==> config.mk <==
export PLATFORM = sky130hd
export DESIGN_NAME = cam_capture_ctrl
export DESIGN_NICKNAME = d
export VERILOG_FILES = /design/src/rtl/cam_capture_ctrl.sv
export SDC_FILE = /design/constraint.sdc
export NUM_CORES = 1
export LEC_CHECK = 0
export CAP_MARGIN = 20
export CELL_PAD_IN_SITES_DETAIL_PLACEMENT = 1
export CELL_PAD_IN_SITES_GLOBAL_PLACEMENT = 1
export CORE_AREA = 2 2 99 101
export DETAILED_ROUTE_END_ITERATION = 10
export DIE_AREA = 0 0 101 103
export PLACE_DENSITY = 0.88
export SETUP_SLACK_MARGIN = 0.15
export SLEW_MARGIN = 20
export SYNTH_ARGS = -nofsm -noshare
export SYNTH_HDL_FRONTEND = slang
export SYNTH_SLANG_ARGS = --single-unit
==> constraint.sdc <==
create_clock -name cmos_pclk -period 2.47 [get_ports cmos_pclk]
set_input_delay 0.247 -clock cmos_pclk [delete_from_list [all_inputs] [get_ports cmos_pclk]]
set_output_delay 0.247 -clock cmos_pclk [all_outputs]
set_load 0.02 [all_outputs]
==> src/rtl/cam_capture_ctrl.sv <==
`default_nettype none
// ============================================================================
// cam_capture_ctrl - DVP sensor frame capture controller, N-frame burst. Rev 1.0
// Optional line/frame length check: define CAM_CAPTURE_FRAME_CHECK_EN
// ============================================================================
module cam_capture_ctrl #(
  parameter int H_ACTIVE = 640,
  parameter int V_ACTIVE = 480,
  parameter int DW       = 8,
  localparam int XW = (H_ACTIVE > 1) ? $clog2(H_ACTIVE) : 1,
  localparam int YW = (V_ACTIVE > 1) ? $clog2(V_ACTIVE) : 1
) (
  input  logic          cmos_pclk,
  input  logic          rst,
  input  logic          cmos_vsync,
  input  logic          cmos_href,
  input  logic [DW-1:0] cam_y,
  input  logic          start,
  input  logic [7:0]    nframes,
  output logic          busy,
  output logic          done,
  input  logic          abort,
  output logic          pix_valid,
  output logic [DW-1:0] pix_data,
  output logic [XW-1:0] pix_x,
  output logic [YW-1:0] pix_y,
  output logic          sof,
  output logic          eol,
  output logic          frame_err
);

  localparam logic [1:0] S_IDLE    = 2'd0;
  localparam logic [1:0] S_ARM     = 2'd1;
  localparam logic [1:0] S_CAPTURE = 2'd2;
  localparam logic [1:0] S_DONE    = 2'd3;

  localparam logic [XW-1:0] X_MAX = XW'(H_ACTIVE - 1);
  localparam logic [YW-1:0] Y_MAX = YW'(V_ACTIVE - 1);

  logic [1:0]    r_state;
  logic          r_vs, r_hr, r_vs_d, r_hr_d;
  logic [DW-1:0] r_y;
  logic [XW-1:0] r_col;
  logic [YW-1:0] r_row;
  logic [8:0]    r_frame_cnt;
  logic [8:0]    r_target;

  logic w_vs_rise, w_vs_fall, w_hr_fall, w_emit, w_last_frame;

  assign w_vs_rise    = r_vs & ~r_vs_d;
  assign w_vs_fall    = ~r_vs & r_vs_d;
  assign w_hr_fall    = ~r_hr & r_hr_d;
  // A pixel coinciding with the closing vsync edge belongs to no frame
  assign w_emit       = (r_state == S_CAPTURE) & r_hr & ~w_vs_rise & ~abort;
  assign w_last_frame = ((r_frame_cnt + 9'd1) == r_target);

  assign busy = (r_state == S_ARM) | (r_state == S_CAPTURE);
  assign done = (r_state == S_DONE);

  always_ff @(posedge cmos_pclk) begin
    if (rst) begin
      r_vs   <= 1'b0;
      r_hr   <= 1'b0;
      r_vs_d <= 1'b0;
      r_hr_d <= 1'b0;
      r_y    <= '0;
    end else begin
      r_vs   <= cmos_vsync;
      r_hr   <= cmos_href;
      r_y    <= cam_y;
      r_vs_d <= r_vs;
      r_hr_d <= r_hr;
    end
  end

  always_ff @(posedge cmos_pclk) begin
    if (rst) begin
      r_state     <= S_IDLE;
      r_frame_cnt <= '0;
      r_target    <= '0;
      r_col       <= '0;
      r_row       <= '0;
    end else begin
      case (r_state)
        S_IDLE: begin
          if (start) begin
            r_state     <= S_ARM;
            r_frame_cnt <= '0;
            r_target    <= (nframes == 8'd0) ? 9'd256 : {1'b0, nframes};
          end
        end
        S_ARM: begin
          if (abort) begin
            r_state <= S_DONE;
          end else if (w_vs_fall) begin
            r_state <= S_CAPTURE;
            r_col   <= '0;
            r_row   <= '0;
          end
        end
        S_CAPTURE: begin
          if (abort) begin
            r_state <= S_DONE;
          end else if (w_vs_rise) begin
            r_frame_cnt <= r_frame_cnt + 9'd1;
            r_state     <= w_last_frame ? S_DONE : S_ARM;
          end else if (w_hr_fall) begin
            r_col <= '0;
            if (r_row != Y_MAX) r_row <= r_row + YW'(1);
          end else if (w_emit && (r_col != X_MAX)) begin
            r_col <= r_col + XW'(1);
          end
        end
        S_DONE:  r_state <= S_IDLE;
        default: r_state <= S_IDLE;
      endcase
    end
  end

  always_ff @(posedge cmos_pclk) begin
    if (rst) begin
      pix_valid <= 1'b0;
      pix_data  <= '0;
      pix_x     <= '0;
      pix_y     <= '0;
      sof       <= 1'b0;
      eol       <= 1'b0;
    end else begin
      pix_valid <= w_emit;
      sof       <= w_emit & (r_col == '0) & (r_row == '0);
      // Raw href is the next registered sample: low there means this pixel closes the line
      eol       <= w_emit & ~cmos_href;
      if (w_emit) begin
        pix_data <= r_y;
        pix_x    <= r_col;
        pix_y    <= r_row;
      end
    end
  end

`ifdef CAM_CAPTURE_FRAME_CHECK_EN
  logic r_frame_err;

  // pix_x/pix_y still hold the last emitted pixel when the line/frame edge is seen
  always_ff @(posedge cmos_pclk) begin
    if (rst) begin
      r_frame_err <= 1'b0;
    end else if ((r_state == S_IDLE) && start) begin
      r_frame_err <= 1'b0;
    end else if ((r_state == S_CAPTURE) && !abort) begin
      if (w_hr_fall && (pix_x != X_MAX)) r_frame_err <= 1'b1;
      if (w_vs_rise && (pix_y != Y_MAX)) r_frame_err <= 1'b1;
    end
  end

  assign frame_err = r_frame_err;
`else
  assign frame_err = 1'b0;
`endif

endmodule
`default_nettype wire
==> results of run 1 <==
## path summary, 6_finish.rpt
kind              startpoint          end  cells past startpoint
hold reg to reg       r_y[7]  pix_data[7]                      2
setup / recovery  r_state[0]         busy                      3
hold / removal           rst     pix_y[1]                      2
setup reg to reg  r_state[1]     r_col[7]                      7
## worst register-to-register path: stages (launching register included)
cell and delay, ns:
dfxtp_1 0.41, inv_1 0.13, ha_1 0.28, o21a_1 0.24
o22ai_4 0.28, nand2_1 0.17, or4_1 0.52, a21oi_1 0.15
## layout make-up
class | instances | area [um^2] | share of cell area [%]
flip-flops and latches | 81 | 1620 | 36.3
multi-input cells | 326 | 1860 | 41.5
clock buffers | 9 | 124 | 2.77
well taps | 114 | 143 | 3.19
repair buffers | 64 | 608 | 13.6
inverters | 10 | 37.5 | 0.840
clock inverters | 7 | 78.8 | 1.76
## power breakdown
group          leakage, nW  internal, mW  switching, mW
logic                0.772         0.247          0.380
clock network       0.0977         0.477          0.528
registers            0.657          1.35         0.0401
## metal layers
layer	wire, um	vias up	part of all wire, %	GRT usage (%)
li1	-	1607	-	-
met1	4230	1625	42	22.0
met2	5330	49	53	36.7
met3	333	12	3.3	5.29
met4	156	0	1.6	8.84
met5	0	-	0	0
## logic make-up after synthesis
logic type               share of synthesized area, %
AO/OA/AOI/OAI                                    14.4
buffers and inverters                            4.11
other                                           0.105
flip-flops                                       45.2
XOR/XNOR                                         5.33
adder cells (fa/ha/maj)                          3.14
multiplexers                                    0.279
AND/OR/NAND/NOR                                  27.4
## flip-flops by register name (all words and copies together) (netlist names)
name         cells
r_vs             1
pix_data         8
r_vs_d           1
r_row            9
pix_valid        1
r_col           10
eol              1
r_y              8
r_frame_cnt      9
pix_y            9
r_target         9
sof              1
r_hr             1
r_state          2
r_hr_d           1
pix_x           10
## stage by stage
| step | hold WS (ns) | cells | util, % | area [um^2] | setup WS, ns |
|---|---|---|---|---|---|
| finish | 0.278 | 611 | 47.2 | 4470 | 0.172 |
| global placement | 0.420 | 591 | 44.4 | 4200 | 0.211 |
| floorplan | 0.319 | 440 | - | 3590 | 0.373 |
| global route | 0.289 | 611 | 47.2 | 4470 | 0.0777 |
| CTS | 0.257 | 607 | 46.6 | 4410 | 0.159 |
| detailed placement | 0.435 | 591 | 44.4 | 4200 | 0.0834 |
## placed cells by master, fill, tap and decap left out, types with 3 or more instances in the layout
master           Yosys  routed
nand3_1             17      16
ha_1                 9       6
or4_1                3       3
nand2_1             92      92
and2_1               3       3
o21ai_0             16      16
inv_1               10      10
clkbuf_8             0       9
clkdlybuf4s50_1      0      52
nor2_1              27      27
or3_1                9       9
nor2b_1             14      14
nand2b_1             3       3
and4_1               3       3
and3_1               4       4
xor2_1               9       9
nand4_1              9       9
buf_4                2      11
dfxtp_1             81      81
xnor2_1             11      11
nand4b_1             4       4
a21oi_1             57      57
nor4_1              10      10
## repair_timing
item | in CTS | in global routing
setup endpoints to repair | 7 | 13
pin swaps | 0 | 1
buffers inserted | 0 | 4
gates resized for setup | 2 | 5
endpoints found under the hold margin | 0 | 0
==> results.json, run 1 <==
{
  "synth_top_area_share_pct": 45.2,
  "ys_top_cells_by_area": "dfxtp_1, nand2_1, a21oi_1, ha_1, nor2_1",
  "critPathMaxStageDelay_ns": 0.65,
  "totalNegativeSetupSlack_ns": 0,
  "worstPathArrival_ns": 2.05,
  "rsz0062_at_grt": "yes",
  "drc": 0,
  "finalMaxSlewViolations": 0,
  "tightest_slew_ns": 0.510,
  "fin_nets": 523,
  "wl_per_cell_um": 16.4,
  "dieArea_um2": 10400,
  "total_power_mw": 3.02,
  "grtUsageTotal_pct": 20.1,
  "path_class": "register to output port",
  "coreArea_um2": 9460,
  "die_w_um": 101,
  "fp-row-count": 36,
  "path_clk_slew_ns": 0.08,
  "grt_max_degree": 29,
  "max_freq_mhz": 435,
  "vias_per_cell": 5.39,
  "maxCapViolations": 0,
  "final_antenna_net_count": 0,
  "cts_tree": "yes",
  "cts_buffer_depth": 2,
  "synth_cells": 440,
  "hp-class": "input port to register",
  "path_buf_inv": 2,
  "power_density_nw_per_um2": 676,
  "fin_skew_ns": 0.0134,
  "grt_pass1_wl_um": 16300,
  "cts-root-buf": "clkbuf_8",
  "start_kind": "register",
  "r2r_slack_ns": 0.24,
  "dpl.hpwl_um": 6960,
  "port_buffers": 53,
  "syn-num-nets": 471,
  "critical_path.cell_chain": "inv_1, ha_2, clkdlybuf4s50_1",
  "yosysMostFrequentCell": "nand2_1",
  "peakVddDrop_mv": 0.306,
  "setup-violations-final": 0,
  "dr.pass1.iters": 4,
  "crit_slowest_cell": "clkdlybuf4s50_1",
  "cts_sinks": 81,
  "period_needed_ns": 2.30,
  "crit_required_ns": 2.22,
  "grt_pass1_vias": 3458,
  "antenna_found_initial": 0,
  "synth_flop_cell": "dfxtp_1",
  "area_delta_synth_final_pct": 24.5,
  "async_flop_share_pct": 0,
  "synthDistinctLibCells": 49,
  "p_leak_nw": 1.53,
  "hold_buffers": 0,
  "yosys.area.top_type": "dfxtp_1",
  "vias": 3293,
  "yosys_warnings": 0,
  "finalHoldViolCount": 0,
  "synth-seq-cells": 81,
  "clock_latency_ns": 0.38,
  "gp_congestion": 0.904,
  "cp-end-kind": "output port",
  "synth_area_um2": 3590,
  "critPathTopFamily": "buffers and inverters",
  "cts_buffers": 9,
  "max-slew-margin-rel_pct": 65.6,
  "antennaDiodeCount": 0,
  "drive_gt1_share_pct": 7.65,
  "synth-edff-count": 0,
  "grt_overflow": 0,
  "start_util_pct": 37.9,
  "wirelength_um": 10000,
  "status": "finished clean",
  "cp_max_fo": 9,
  "finalCritPeriodShare_pct": 93.0,
  "fillers": 1156,
  "io-pin-count": 55,
  "die_h_um": 103,
  "yosysSeqAreaShare_pct": 45.2,
  "cts_htree_levels": 3,
  "synthTopCellsByCount": "nand2_1, dfxtp_1, a21oi_1",
  "syn_area_per_cell_um2": 8.16,
  "drtIter0Drc": 129
}
No activity file was read; power rests on OpenSTA's default activity.
==> run 2, diff against run 1 <==
- CORE_AREA: 2 2 99 101 -> 2 2 98 100
- DIE_AREA: 0 0 101 103 -> 0 0 100 102
- PLACE_DENSITY: 0.88 -> 0.9
==> run 2 against run 1 <==
- register-to-register slack about the same
- die area decreased by 2.0%
- sequential share of layout area increased by 0.14 points
- clock skew decreased by 0.0039 ns
- first-iteration DRC count decreased by 22%
- combinational power decreased by 1%
- flip-flop and latch count unchanged
- critical path type is now register to register
- largest power group unchanged
- highest routed layer unchanged
==> results.json, run 2 (synthesis results as in run 1) <==
{
  "status": "finished clean",
  "fin_nets": 525,
  "cts_buffers": 9,
  "grtUsageTotal_pct": 20.6,
  "holdWs_ns": 0.406,
  "area_delta_synth_final_pct": 24.1,
  "top_regs": "pix_x: 10 flops, r_col: 10 flops",
  "power_density_nw_per_um2": 658,
  "grt_max_degree": 34,
  "cp_max_fo": 9,
  "layout_commonest_cell": "nand2_1",
  "peakVddDrop_mv": 0.301,
  "drive_gt1_share_pct": 7.82,
  "p_leak_nw": 1.52,
  "place_ws_ns": 0.0930,
  "layout_setup_ws_ns": 0.237,
  "finalHoldViolCount": 0,
  "totalNegativeSetupSlack_ns": 0,
  "antennaDiodeCount": 0,
  "seq_area_um2": 1620,
  "fin_skew_ns": 0.00950,
  "die_h_um": 102,
  "drtIter0Drc": 101,
  "port_buffers": 53,
  "hp-class": "input port to register",
  "reg2reg_depth": 8,
  "rsz0062_at_grt": "yes",
  "final_antenna_net_count": 0,
  "crit_start": "r_state[1]",
  "dr.pass1.iters": 4,
  "crit_required_ns": 2.77,
  "cts_htree_levels": 3,
  "fp-row-count": 35,
  "hold-path-cell-count": 2,
  "finalCritPeriodShare_pct": 90.4,
  "max_freq_mhz": 448,
  "cts-root-buf": "clkbuf_8",
  "worstHoldStart": "rst",
  "cts_tree": "yes",
  "setup-violations-final": 0,
  "fin_cells": 610,
  "finalMaxSlewViolations": 0,
  "maxCapViolations": 0,
  "grt_pass1_wl_um": 16500,
  "wl_per_cell_um": 16.6,
  "period_needed_ns": 2.23,
  "coreArea_um2": 9110,
  "dieArea_um2": 10200,
  "tightest_slew_ns": 0.667,
  "cts_buffer_depth": 2,
  "dp_cells": 589,
  "worstPathArrival_ns": 2.54,
  "start_kind": "register",
  "vias": 3315,
  "path_clk_slew_ns": 0.09,
  "vias_per_cell": 5.43,
  "wirelength_um": 10100,
  "r2r-start": "r_state[1]",
  "clock_latency_ns": 0.36,
  "total_power_mw": 2.93,
  "drc": 0,
  "io-pin-count": 55,
  "dpl.hpwl_um": 7220,
  "multi_input_area_um2": 1840,
  "max-slew-margin-rel_pct": 55.5,
  "fillers": 1108,
  "start_util_pct": 39.4,
  "grt_pass1_vias": 3453,
  "cp-end-kind": "register",
  "grt_overflow": 0,
  "cts_sinks": 81,
  "path_class": "register to register",
  "antenna_found_initial": 0,
  "die_w_um": 100,
  "layout_common_cells": "nand2_1, dfxtp_1, a21oi_1",
  "gp_congestion": 0.857
}
[run 2: worst max-delay path, stage by stage (launching register included)]
cell and delay (ns):
dfxtp_1 0.35, inv_1 0.16, ha_2 0.28, o21a_1 0.19, o22ai_4 0.12, buf_4 0.17
a31o_2 0.32, or4_1 0.52, nand2_1 0.07
[run 2: layer usage]
layer  wire length, um  up-vias  global-route usage, %
li1                  -     1622                      -
met1              4330     1620                   23.1
met2              5270       60                   38.4
met3               340       13                   4.86
met4               163        0                   7.27
met5                 0        -                      0
[run 2: final cells by class]
type,instances,share of cell area (%)
inverters,10,0.843
multi-input cells,326,41.4
flip-flops and latches,81,36.4
clock buffers,10,3.09
well taps,111,3.12
repair buffers,66,14.0
clock inverters,6,1.10
[run 2: power breakdown]
group / switching (mW) / total, mW / internal, mW / leakage, nW
Sequential: 0.0425 / 1.39 / 1.35 / 0.657
Combinational: 0.369 / 0.621 / 0.253 / 0.778
Clock: 0.516 / 0.917 / 0.401 / 0.0855
[run 2: stage by stage]
stage	instance area (um^2)	util, %
finish	4450	48.9
global route	4450	48.9
CTS	4400	48.3
detailed placement	4200	46.1
global placement	4200	46.1
floorplan	3590	-
[run 2: worst paths after layout]
path / end / slack (ns)
min: r_frame_cnt[7] / 0.41
max reg2reg: r_row[5] / 0.24
min reg2reg: pix_data[7] / 0.44
max: r_row[5] / 0.24
[run 2: what timing repair did]
action,CTS,global route
endpoints found under the setup margin,3,9
hold buffers,0,0
setup buffers,0,5
pin swaps,0,1
gates resized for setup,2,3
==> run 3, diff against run 2 <==
- GPL_TIMING_DRIVEN: default -> 0
- SETUP_SLACK_MARGIN: 0.15 -> 0.1
- SLEW_MARGIN: 20 -> 10
==> run 3 against run 2 <==
- sequential power about the same
- final cell count grew 1.6%
- fmax down 3.9%
- flip-flop and latch count stayed put
- largest cell class unchanged
- routed wire length up 4.9%
- die area is the same
- global-route usage grew 1.2 points
- largest power group unchanged
- non-clock buffer count is 10 higher
- worst hold slack improved by 0.024 ns
- critical path depth grew 1
- via count rose by 1.6%
- first-iteration DRC count shrank 19%
==> results.json, run 3 (synthesis results as in run 1) <==
{
  "status": "finished clean",
  "grtUsageTotal_pct": 21.8,
  "setup-violations-final": 0,
  "hp-class": "input port to register",
  "fin_skew_ns": 0.0120,
  "area_delta_synth_final_pct": 25.7,
  "drc": 0,
  "vias_per_cell": 5.43,
  "drive_gt1_share_pct": 7.27,
  "port_buffers": 53,
  "dpl.hpwl_um": 7590,
  "maxCapViolations": 0,
  "cts_tree": "yes",
  "top_regs": "pix_x: 10 flops, r_col: 10 flops",
  "dp_cells": 604,
  "fin_cells": 620,
  "period_needed_ns": 2.32,
  "cp_max_fo": 10,
  "cts-root-buf": "clkbuf_8",
  "crit_start": "r_state[0]",
  "cts_buffer_depth": 2,
  "clock_latency_ns": 0.36,
  "fillers": 1124,
  "cts_sinks": 81,
  "antenna_found_initial": 0,
  "max-slew-margin-rel_pct": 62.4,
  "cp-end-kind": "register",
  "die_h_um": 102,
  "path_clk_slew_ns": 0.10,
  "finalCritPeriodShare_pct": 94.1,
  "start_util_pct": 39.4,
  "cts_buffers": 9,
  "die_w_um": 100,
  "cts_htree_levels": 3,
  "crit_required_ns": 2.76,
  "io-pin-count": 55,
  "peakVddDrop_mv": 0.291,
  "fin_nets": 535,
  "drtIter0Drc": 82,
  "power_density_nw_per_um2": 697,
  "gp_congestion": 0.909,
  "path_class": "register to register",
  "grt_overflow": 0,
  "antennaDiodeCount": 0,
  "p_leak_nw": 1.57,
  "final_antenna_net_count": 0,
  "critical_path.cell_chain": "inv_1, ha_2, and2b_1, and3_1, a21o_2, nand3_2, buf_6, or3_1, a21oi_1",
  "coreArea_um2": 9110,
  "critPathMaxStageDelay_ns": 0.37,
  "worstHoldStart": "cam_y[1]",
  "dieArea_um2": 10200,
  "worstPathArrival_ns": 2.62,
  "post_cts_buffers": 0,
  "crit_slowest_cell": "dfxtp_1",
  "layout_commonest_cell": "nand2_1",
  "wl_per_cell_um": 17.1,
  "wirelength_um": 10600,
  "start_kind": "register",
  "grt_pass1_vias": 3578,
  "finalMaxSlewViolations": 0,
  "rsz0062_at_grt": "yes",
  "path_buf_inv": 2,
  "dr.pass1.iters": 4,
  "vias": 3367,
  "r2r-start": "r_state[0]",
  "layout_common_cells": "nand2_1, dfxtp_1, a21oi_1",
  "critPathTopFamily": "simple AND/OR/NAND/NOR gates",
  "fp-row-count": 35,
  "totalNegativeSetupSlack_ns": 0,
  "tightest_slew_ns": 0.563,
  "grt_max_degree": 17,
  "finalHoldViolCount": 0,
  "grt_pass1_wl_um": 17600,
  "max_freq_mhz": 430
}
## run 3: final cells by class
class | count | area (um^2) | share of cell area [%]
multi-input cells | 326 | 1830 | 40.7
flip-flops and latches | 81 | 1620 | 36.0
repair buffers | 53 | 531 | 11.8
well taps | 111 | 139 | 3.08
clock buffers | 9 | 124 | 2.75
plain buffers | 23 | 114 | 2.52
clock inverters | 7 | 109 | 2.41
inverters | 10 | 37.5 | 0.832
## run 3: what timing repair did
item / 4_1_cts / 5_1_grt
hold buffers: 0 / 0
gates resized for setup: 2 / 8
endpoints found under the setup margin: 4 / 25
## run 3: path summary, 6_finish.rpt
check | endpoint | slack (ns) | depth (start not counted)
worst max-delay path | r_col[9] | 0.15 | 9
worst min-delay path | r_y[1] | 0.43 | 2
worst max register to register | r_col[9] | 0.15 | 9
worst min register to register | pix_data[1] | 0.45 | 2
## run 3: layer usage
layer | routed length, um | up-vias | global-route usage (%)
met1 | 4490 | 1648 | 24.9
met3 | 308 | 19 | 4.65
met2 | 5630 | 59 | 40.6
li1 | - | 1641 | -
met5 | 0 | - | 0
met4 | 180 | 0 | 7.48
## run 3: report_power, final
| part | switching (mW) | total [mW] | internal (mW) |
|---|---|---|---|
| registers | 0.0395 | 1.39 | 1.35 |
| logic | 0.374 | 0.607 | 0.234 |
| clock network | 0.553 | 1.15 | 0.593 |
| total | 0.967 | 3.14 | 2.18 |
## run 3: metrics by stage
step           setup WS [ns]  util, %  cell area (um^2)  hold WS, ns  total power, mW
6_report               0.147     49.5              4510        0.430             3.14
5_1_grt               0.0473     49.5              4510        0.420             3.28
4_1_cts                0.147     49.3              4490        0.416             3.16
3_5_place_dp           0.106     46.7              4260        0.439             2.00
3_3_place_gp           0.231     46.7              4260        0.420             1.97
2_1_floorplan          0.373        -              3590        0.319             1.81
==> variant 1, RTL diff (config.mk and constraints of run 3) <==
Set the parameter `V_ACTIVE` to 240 (it was 480).
--- a/src/rtl/cam_capture_ctrl.sv
+++ b/src/rtl/cam_capture_ctrl.sv
@@ -6,5 +6,5 @@
 module cam_capture_ctrl #(
   parameter int H_ACTIVE = 640,
-  parameter int V_ACTIVE = 480,
+  parameter int V_ACTIVE = 240,
   parameter int DW       = 8,
   localparam int XW = (H_ACTIVE > 1) ? $clog2(H_ACTIVE) : 1,
Interface: changed (resized pix_y); port bits go from 55 to 54. The function was not compared with the original's and may differ.
==> variant 1 against run 3 <==
Register-to-register slack gained 100 ps; power shrank 11%; setup slack gained 94 ps; die area is the same; first-iteration DRC count grew 41%; area after synthesis grew 1.2%; sequential cell count shrank 2; final area shrank 0.86%; sequential power shrank 4%; largest cell class unchanged; routed wire length shrank 2.5%; worst hold slack gained 3.1 ps.
==> variant 1: results (changes against run 3) <==
* Metal2 WL at 5.353 mm (-4.9%)
* Yosys cell types at 57 (+16%)
* Non-CTS buffers at 79 (+3.9%)
* Run status: finished clean
* Vias in the first global route at 3562 (-0.45%)
* Fin nets at 538 (+0.56%)
* GR Layer Usage met2 at 38.72% (-1.9 points)
* Final GP Congestion at 0.8670 (-4.6%)
* Reg2reg path depth at 8 (-1)
* Critical R2R Capture: r_frame_cnt[1]$_SDFFE_PP0P_
* Synth Register Bits at 79 (-2.5%)
* Adder-cell area share of the yosys netlist at 3.100% (-0.038 points)
* GRT Resource Usage Total at 21.02% (-0.81 points)
* P_clk at 901 µW (-22%)
* Inverter count at 15 (+5)
* GR Util met3 at 3.762% (-0.89 points)
* Non-Clock Buffer Area Fraction at 15.00% (+0.71 points)
* Sequential cell area share at 35.38% (-0.58 points)
* Layout cell share with drive strength beyond 1 at 7.227% (-0.043 points)
* Largest net degree at the start of global routing at 16 (-1)
* Pint at 1.885 mW (-13%)
* Met3 wire len at 350 µm (+14%)
* Ranking of synthesized cells by area: dfxtp_1 44%, a21oi_1 8.8%, nand2_1 8.6%
* Reg2reg start: r_state[1]$_SDFFE_PP0P_
* Max IR drop VDD at 0.2613 mV (-10%)
* Post-Synthesis Cells at 444 (+0.91%)
* Area occupied by multi-input gates at 1844 µm² (+0.55%)
* R2R setup slack at 250 ps (+100 ps)
* Synth cell count leaders: 83 x nand2_1, 79 x dfxtp_1, 64 x a21oi_1
* Met1 Usage GRT at 24.78% (-0.094 points)
* Global-route wire length before repair at 17.04 mm (-3.2%)
* Routed met1 length at 4.473 mm (-0.42%)
* Fraction of area in multi-input gates at 41.25% (+0.58 points)
* DP Wirelength at 7.575 mm (-0.17%)
-- variant 1: stage by stage --
step | hold WS (ps) | utilization (%) | setup slack (ps) | cells
final | 432.9 | 49.08 | 240.2 | 623
after global routing | 434.0 | 49.08 | 106.8 | 623
after floorplan | 319.4 | - | 586.6 | 444
after global placement | 422.1 | 47.12 | 193.6 | 607
after CTS | 426.3 | 49.08 | 254.4 | 623
after detailed placement | 438.2 | 47.12 | 112.6 | 607
-- variant 1: logic make-up (layout without fill, tap and decap cells) --
| group | Yosys count | in the layout |
|---|---|---|
| compound gates | 115 | 115 |
| xor+xnor | 11 | 11 |
| fa+ha+maj | 9 | 9 |
| buf+inv | 42 | 110 |
| flops | 79 | 79 |
| other cells | 1 | 1 |
| simple gates | 187 | 187 |
-- variant 1: worst max-delay path, cell delays in order, from the launching register on --
cell	delay, ps
dfxtp_1	400
inv_1	140
ha_1	420
clkdlybuf4s50_1	660
==> variant 2, RTL diff (flow settings as in run 3) <==
Made on the original files. Register the outputs `busy` and `done`; this adds one clock of latency there. The other outputs are not delayed to match.
--- a/src/rtl/cam_capture_ctrl.sv
+++ b/src/rtl/cam_capture_ctrl.sv
@@ -55,6 +55,8 @@
   assign w_last_frame = ((r_frame_cnt + 9'd1) == r_target);
 
-  assign busy = (r_state == S_ARM) | (r_state == S_CAPTURE);
-  assign done = (r_state == S_DONE);
+  always_ff @(posedge cmos_pclk) begin
+    busy <= (r_state == S_ARM) | (r_state == S_CAPTURE);
+    done <= (r_state == S_DONE);
+  end
 
   always_ff @(posedge cmos_pclk) begin
Check against the original RTL: not equivalent (Yosys sat finds a counterexample within 4 cycles, from zero or initial values and one cycle with rst high).
==> variant 2 against run 3 <==
Final area rose by 2.6%; maximum frequency rose by 5.0%; sequential cell count rose by 2; setup slack improved by 110 ps; power fell by 1.8%; count of clock-buffer cells in the layout did not move; utilization rose by 1.3 points; via count rose by 4.7%; area after synthesis rose by 3.8%; cell count rose by 2.6%; die area did not move; routed wire length rose by 0.26%; critical endpoint is now r_col[8]$_SDFFE_PP0P_.
==> variant 2: results (changes against run 3) <==
* Run status: finished clean
* Ant. Diodes at 0 (unchanged)
* Final Non-Filler Cells at 636 (+2.6%)
* PortBufs at 52 (-1.9%)
* Final Skew at 10.54 ps (-1.496 ps)
* Worst Min Path Start: rst
* Initial DRC count at 120 (+46%)
* Ys async rst share at 0% (unchanged)
* Pre-CTS WS at 140.4 ps (+34.86 ps)
* DP Wirelength at 7.663 mm (+0.99%)
* Worst Setup SP: r_state[0]$_SDFFE_PP0P_
* Synth warnings at 0 (unchanged)
* Clock Latency Late Sink at between 300 and 400 ps
* Placed cell areas at 4385 µm² (+3.0%)
* Ranking of synthesized cells by area: dfxtp_1 45%, nand2_1 8.1%, a21oi_1 7.9%
* Leakage at 1.606 nW (+2.1%)
* Clk slew on worst S/H paths at roughly 90 ps
* Min Tclk post-route at 2212 ps (-111.3 ps)
* Crit-path max FO at 10 (unchanged)
* Final GP Congestion at 0.8324 (-8.4%)
* Layout cell share with drive strength beyond 1 at 7.619% (+0.35 points)
* CP peak stage delay at 520 ps (+150 ps)
* Mean Syn Cell Area at 8.207 µm² (+0.63%)
* R2R setup slack at 260 ps (+110 ps)
* Root buffer cell: clkbuf_8
* Crit path arrival time at 2500 ps (-120 ps)
* Max IR drop VDD at 0.2808 mV (-3.6%)
* Via count at 3524 (+4.7%)
* Drt first pass iters at 5 (+1)
* Placed cells at 617 (+2.2%)
* Vias in the first global route at 3716 (+3.9%)
* Clk buf depth at 2 (unchanged)
* WHS Path Cells at 2 (unchanged)
* Prevailing post-synth register cell: dfxtp_1
* Critical R2R Capture: r_col[8]$_SDFFE_PP0P_
* Seq/Total Area, Yosys at 44.59% (-0.59 points)
* CP max-delay cell: a21boi_1
* Final setup vio count at 0 (unchanged)
* Worst Max-Slew Pin Slew at 624.9 ps (+61.59 ps)
* Hold WS at 272.5 ps (-157.3 ps)
* Reg2reg path depth at 8 (-1)
* Number of H-tree levels at 3 (unchanged)
* Hold crit path type: in2reg
* Hold Crit Endpoint: r_hr_d$_SDFF_PP0_
* Fin nets at 551 (+3.0%)
* Mapped Nets at 485 (+3.0%)
* GRT Resource Usage Total at 21.47% (-0.37 points)
* CP Class: reg2reg
* Wire per inst at 16.72 µm (-2.3%)
* Initial antenna violation count at 0 (unchanged)
* Global-route wire length before repair at 17.48 mm (-0.74%)
* Largest net degree at the start of global routing at 17 (unchanged)
* Yosys cell types at 53 (+8.2%)
* Total of max-cap violations at 0 (unchanged)
* Clock buffer count from CTS at 9 (unchanged)
* Synth cell count leaders: 83 x dfxtp_1, 80 x nand2_1, 59 x a21oi_1
* Top flop regs: pix_x (10), r_col (10)
-- variant 2: critical path: cells and delay by family, from the launching register on --
family,cells,cell delay (ps)
AND/OR/NAND/NOR,2,340
buffers and inverters,2,390
XOR/XNOR,1,120
AO/OA/AOI/OAI,2,730
flip-flops,1,370
adder cells (fa/ha/maj),1,170
-- variant 2: metal layers --
layer | routed length [µm] | up-vias | track usage [%] | share of wire [%]
met1 | 4381 | 1739 | 24.18 | 41
met4 | 221 | 0 | 9.273 | 2.1
met5 | 0 | - | 0 | 0
li1 | - | 1692 | - | -
met3 | 308 | 22 | 3.215 | 2.9
met2 | 5726 | 71 | 40.33 | 54
-- variant 2: cells by family after synthesis --
| kind of cell | share of synthesized area [%] |
|---|---|
| simple gates | 28.17 |
| compound gates | 15.72 |
| flops | 44.59 |
| buf+inv | 4.365 |
| xor+xnor | 3.761 |
| fa+ha+maj | 3.022 |
| other cells | 0.1006 |
| mux | 0.2686 |
-- variant 2: layout make-up --
type,count,area (µm²)
Fill cell,1113,4484
Clock buffer,9,123.9
Clock inverter,7,82.58
Timing Repair Buffer,55,543.0
Buffer,27,120.1
Multi-Input combinational cell,332,1909
Tap cell,111,138.9
Inverter,12,45.04
Sequential cell,83,1662
-- variant 2: repair_timing --
item                       in CTS  in global routing
buffers inserted                0                  3
hold buffers                    0                  0
resized for setup               0                  6
setup endpoints to repair       0                 14
-- variant 2: power breakdown --
group / switching (mW) / total [mW] / internal, mW / leakage, nW
clock network: 0.547 / 1.03 / 0.485 / 0.0988
registers: 0.0432 / 1.44 / 1.39 / 0.674
logic: 0.391 / 0.619 / 0.228 / 0.833
total: 0.980 / 3.09 / 2.11 / 1.61
